$ cat src/rtl/cpu_pkg.sv
// cpu_pkg: shared constants and types for the Jac1-8 fetch path.
package cpu_pkg;

    localparam int PC_WIDTH_DEF = 8;
    localparam int PC_RESET_VEC = 0;

    typedef enum logic [1:0] {
        HOLD,
        INC,
        LOAD,
        REL
    } pc_src_e;

endpackage

$ cat src/rtl/pc_next_logic.sv
// pc_next_logic: combinational next-pc selection (hold, increment, load, relative add).
// Relative add exists only when PC_RELATIVE_EN is defined; otherwise add_offset is ignored.
module pc_next_logic
    import cpu_pkg::*;
#(
    parameter int PC_WIDTH = PC_WIDTH_DEF
) (
    input  logic [PC_WIDTH-1:0] i_pc,
    input  logic [PC_WIDTH-1:0] i_addr,
    input  logic                i_wr_en,
    input  logic                i_add_offset,
    input  logic                i_run,
    output logic [PC_WIDTH-1:0] o_next_pc
);

    pc_src_e w_src;

`ifdef PC_RELATIVE_EN
    assign w_src = !i_run ? HOLD : !i_wr_en ? INC : i_add_offset ? REL : LOAD;
`else
    logic w_unused_add_offset;
    assign w_unused_add_offset = i_add_offset;
    assign w_src = !i_run ? HOLD : i_wr_en ? LOAD : INC;
`endif

    // additions wrap modulo 2^PC_WIDTH, so a two's-complement offset branches backward
    always_comb begin
        o_next_pc = i_pc;
        case (w_src)
            INC:     o_next_pc = i_pc + PC_WIDTH'(1);
            LOAD:    o_next_pc = i_addr;
`ifdef PC_RELATIVE_EN
            REL:     o_next_pc = i_pc + i_addr;
`endif
            default: o_next_pc = i_pc;
        endcase
    end

endmodule

$ cat src/rtl/program_counter.sv
// program_counter: Jac1-8 fetch address register with a one-cycle start-up hold after reset.
// Relative jumps are built only with PC_RELATIVE_EN defined.
module program_counter
    import cpu_pkg::*;
#(
    parameter int PC_WIDTH = PC_WIDTH_DEF
) (
    input  logic                clk,
    input  logic                res,
    input  logic                wr_en,
    input  logic                add_offset,
    input  logic [PC_WIDTH-1:0] counteradress,
    output logic [PC_WIDTH-1:0] pc
);

    logic [PC_WIDTH-1:0] r_pc;
    logic                r_run;
    logic [PC_WIDTH-1:0] w_next_pc;

    pc_next_logic #(.PC_WIDTH(PC_WIDTH)) u_next (
        .i_pc         (r_pc),
        .i_addr       (counteradress),
        .i_wr_en      (wr_en),
        .i_add_offset (add_offset),
        .i_run        (r_run),
        .o_next_pc    (w_next_pc)
    );

    // the first edge after reset only raises r_run, so address 0 is fetched twice
    always_ff @(posedge clk) begin
        if (res) begin
            r_pc  <= PC_WIDTH'(PC_RESET_VEC);
            r_run <= 1'b0;
        end else begin
            r_pc  <= w_next_pc;
            r_run <= 1'b1;
        end
    end

    assign pc = r_pc;

endmodule

$ cat config.mk
export PLATFORM = sky130hd
export DESIGN_NAME = program_counter
export DESIGN_NICKNAME = d
export VERILOG_FILES = /design/src/rtl/cpu_pkg.sv /design/src/rtl/pc_next_logic.sv /design/src/rtl/program_counter.sv
export SDC_FILE = /design/constraint.sdc
export NUM_CORES = 1
export LEC_CHECK = 0
export ABC_AREA = 0
export ABC_CLOCK_PERIOD_IN_PS = 2300
export CAP_MARGIN = 5
export CELL_PAD_IN_SITES_DETAIL_PLACEMENT = 1
export CELL_PAD_IN_SITES_GLOBAL_PLACEMENT = 2
export CORE_MARGIN = 4
export CORE_UTILIZATION = 34
export CTS_CLUSTER_SIZE = 30
export DETAILED_ROUTE_END_ITERATION = 16
export DONT_BUFFER_PORTS = 1
export PLACE_DENSITY = 0.83
export SLEW_MARGIN = 20
export SYNTH_ARGS = -nofsm -noshare
export SYNTH_HDL_FRONTEND = slang
export SYNTH_SLANG_ARGS = --single-unit
$ cat constraint.sdc
create_clock -name clk -period 2.3 [get_ports clk]
set_input_delay 0.345 -clock clk [delete_from_list [all_inputs] [get_ports clk]]
set_output_delay 0.345 -clock clk [all_outputs]
set_load 0.005 [all_outputs]
# After elaboration in Yosys (flattened, before gate mapping)
# Cells that the tools add are included.
# word_totals
mem_bits_ro,0
mem_count,0
wordCells,10
mem_bits_rw,0
inputBits,12
register_bits,9
latch_bits,0
# classes
n_shift,0
n_bitwise,0
add_sub_neg,1
reduce_logical,1
n_eq_ne,2
n_div,0
n_lt_le_gt_ge,0
muxes,4
multipliers,0
# ops
cell,n
$pmux W8 S2,1
$add A8 B1 Y8 const B,1
$mux W2,2
$eq A2 B1 Y1 const B,1
$eq A2 B2 Y1 const B,1
$reduce_bool A2 Y1,1
$mux W1,1

# Depth between registers and ports, before layout
# depth
ltp_word,4
ltp_mapped,4
ltp_nobuf,4

# Hierarchy
# A second synthesis with hierarchy kept.
# hier_totals
cells_unflattened,64
hier_area_um2,494.2
# modules_own_cells
module,instances,area_each_um2,cells_each,seq_area_each_um2
pc_next_logic,1,260.2,46,0.0
program_counter,1,234.0,18,180.2

# Worst setup path before layout
# No wires, ideal clock.
# synth_path
path_type,reg-to-reg
from,reg r_pc[0] (netlist: pc[0])
to,reg r_pc[6] (netlist: pc[6])
arrival_ns,1.294
stages_incl_launch_ff,5
period_less_slack_ns,1.368
slack_ns,0.932
setup_time_ns,0.074
required_ns,2.226
path_cell_list,dfxtp_1 ha_1 nand4_1 or4_1 a31oi_1
# synth_via
elab_chain_cells,2
# synth_lines
element,line_no,text
"start, declared",program_counter.sv:16,logic [PC_WIDTH-1:0] r_pc;
"start signal, assigned",program_counter.sv:32,r_pc <= PC_WIDTH'(PC_RESET_VEC);
"start signal, assigned",program_counter.sv:35,r_pc <= w_next_pc;
$add A8 B1 Y8,pc_next_logic.sv:30,INC: o_next_pc = i_pc + PC_WIDTH'(1);
$pmux W8 S2,pc_next_logic.sv:29,case (w_src)
# Every way passes these cells.
# A chain may end at the register's enable or synchronous reset.

# Final worst setup path
# layout_path
from,reg r_pc[1] (netlist: pc[1])
to,reg r_pc[6] (netlist: pc[6])
# The elaborated chain is that of the path after synthesis.

==> metrics <==
outcome complete, no violations; worst r2r src pc[1]; Hold WC Path Type input pin to flop; initial core utilization 0.377; total negative setup slack 0 ns; Setup violations, final 0; Max FO, Critical Path 7; mean number of vias per cell 6.14; H-tree levels 1; most common cell after layout, fill and taps aside dfxtp_1; critical path arrival 1.80 ns; DRC Markers 0; n_diodes 0; fmax 625 MHz; PostCTS Resize Cnt 0; post-DP HPWL 962 µm; Crit. End Element flop; total CTS buffers 3; via count slightly below 500; worst path cell trace ha_1 -> nand4_1 -> or4_1 -> a31oi_1; clock buffer depth 2; unrepaired setup endpoints after global routing no; Area growth syn-to-layout 6.31%; GRT overflow 0; fillers 176; vias in the first global route approximately 530; CTS tree yes; nets 78; design area 548 µm²; Rows 13; Worst Setup Path Type flop to flop; minimum clock period roughly 1.6 ns; r2r setup slk between 0.6 and 0.7 ns; antenna violations before repair 0; Max Clock Skew 0.00106 ns; critical path capture point pc[6]; share of the yosys chip area belonging to registers 0.350; layout cell share with drive strength beyond 1 0.109; total die area 2200 µm²; Sink Count 9; Final ANT Viol Nets 0; Rel. slew slack 0.786; core area 1370 µm²; first-pass GRT wire length 2.44 mm; Worst Tran Pin Value roughly 0.32 ns; CP max stage delay 0.47 ns; Mapped Nets 75; clock latency on the worst-skew pair approximately 0.27 ns; clk root buf clkbuf_4; Worst-path clk slew ~0.060 ns; worst path required time 2.50 ns; Setup crit start pc[1]; synthesized instance count 62; most frequent cells in the layout dfxtp_1, o21ai_0, a21oi_1; Final GP Congestion 0.719; Hold Path Depth 1; Post-Layout Cell Count 79; Fin. Hold Viols 0; DRT iter0 DRCs 6; Synth Area per Inst 8.31 µm²; # IOs 20; r2r endpoint pc[6]; PD cells 627 nW/µm²; VDD IR max 0.274 mV; Port Buffer Count 0; largest net degree at the start of global routing 18; Die Height around 47 µm; DP Cell Count 75; max-slew violation count 0; flops & latches, synth 9; R2R depth 4; Leak Pwr around 0.20 nW; Netlist cell types 29; CP Launch Type flop; Tcrit/Tclk final 0.696; Max-Cap Viols 0; CP max-delay cell dfxtp_1; hold-fix buffers at CTS 0; Post CTS Setup Buffer Count 0; Die X-Extent between 40 and 50 µm; Mapped Area 515 µm²; All-Layer GR Usage 0.158; Yosys warning count 0; drt first pass iters 4; WL final around 1.3 mm; Cell Area, Placed between 500 and 600 µm²; DR WL/cell 16.7 µm
## Yosys cell counts (all sizes together)
cell type  number  area share
o31a            1       0.017
inv             3       0.022
nand3           3       0.039
and2b           1       0.015
nor2b           3       0.036
a31o            1       0.017
clkbuf          1      0.0073
buf             2       0.032
o31ai           1       0.015
o21ai           6       0.058
a31oi           4       0.049
o211ai          1       0.015
mux2i           2       0.039
or4             3       0.044
dfxtp           9        0.35
and2            1       0.012
nand2b          1       0.012
and3            3       0.039
nor2            1      0.0073
nand2           3       0.022
nand4           2       0.024
a21oi           5       0.049
a211oi          2       0.029
o21a            1       0.015
nor3b           1       0.015
ha              1       0.024
## routing by layer
metal / part of all wire / GRT usage / vias up
li1: - / - / 240
met1: 0.46 / 0.194 / 229
met2: 0.44 / 0.238 / 14
met3: 0.090 / 0.0843 / 2
met4: 0.0091 / 0.0497 / 0
met5: 0 / 0 / -
## where the power goes
group	switching [mW]	total (mW)	internal, mW
clock network	0.0615	0.129	0.0673
logic	0.0154	0.0327	0.0173
registers	0.0164	0.182	0.166
## flip-flops by register name, indices dropped and copies added, names as in the netlist
register,flops
pc,8
r_run,1
## worst max-delay path: cells and delay by family, from the launching register on
family	cells	cell delay [ns]
AOI/OAI and AO/OA	1	0.16
adders and majority gates	1	0.27
DFF	1	0.47
and+or+nand+nor	2	0.63
## worst min-delay path by stage
stage | end | startpoint | slack, ns
after floorplan | pc[2] | res | 0.52
after global placement | pc[7] | res | 0.42
after detailed placement | pc[2] | res | 0.42
after CTS | pc[6] | res | 0.13
after global routing | pc[6] | res | 0.13
final | pc[6] | res | 0.13
## layout make-up
cell class / count / area [µm²] / area share
Inverter: 3 / 11.3 / 0.0205
Sequential cell: 9 / 180 / 0.329
Multi-Input combinational cell: 47 / 304 / 0.555
Clock buffer: 4 / 26.3 / 0.0479
Tap cell: 15 / 18.8 / 0.0342
Timing Repair Buffer: 1 / 7.51 / 0.0137
## kinds of logic (layout without fill, tap and decap cells)
| kind of cell | count (synthesis) | in the layout | synth area share |
|---|---|---|---|
| fa+ha+maj | 1 | 1 | 0.0243 |
| compound gates | 22 | 22 | 0.262 |
| flops | 9 | 9 | 0.350 |
| mux | 2 | 2 | 0.0388 |
| buf+inv | 6 | 8 | 0.0607 |
| simple gates | 22 | 22 | 0.265 |
## stage by stage
stage                util  hold WS, ns  total power, mW  worst slack, ns
finish              0.401        0.134            0.344            0.699
global route        0.401        0.126            0.362            0.541
CTS                 0.401        0.131            0.346            0.703
detailed placement  0.382        0.418            0.218            0.718
global placement    0.382        0.419            0.218            0.746
floorplan               -        0.524            0.213            0.932
(Power assumes the default switching activity.)
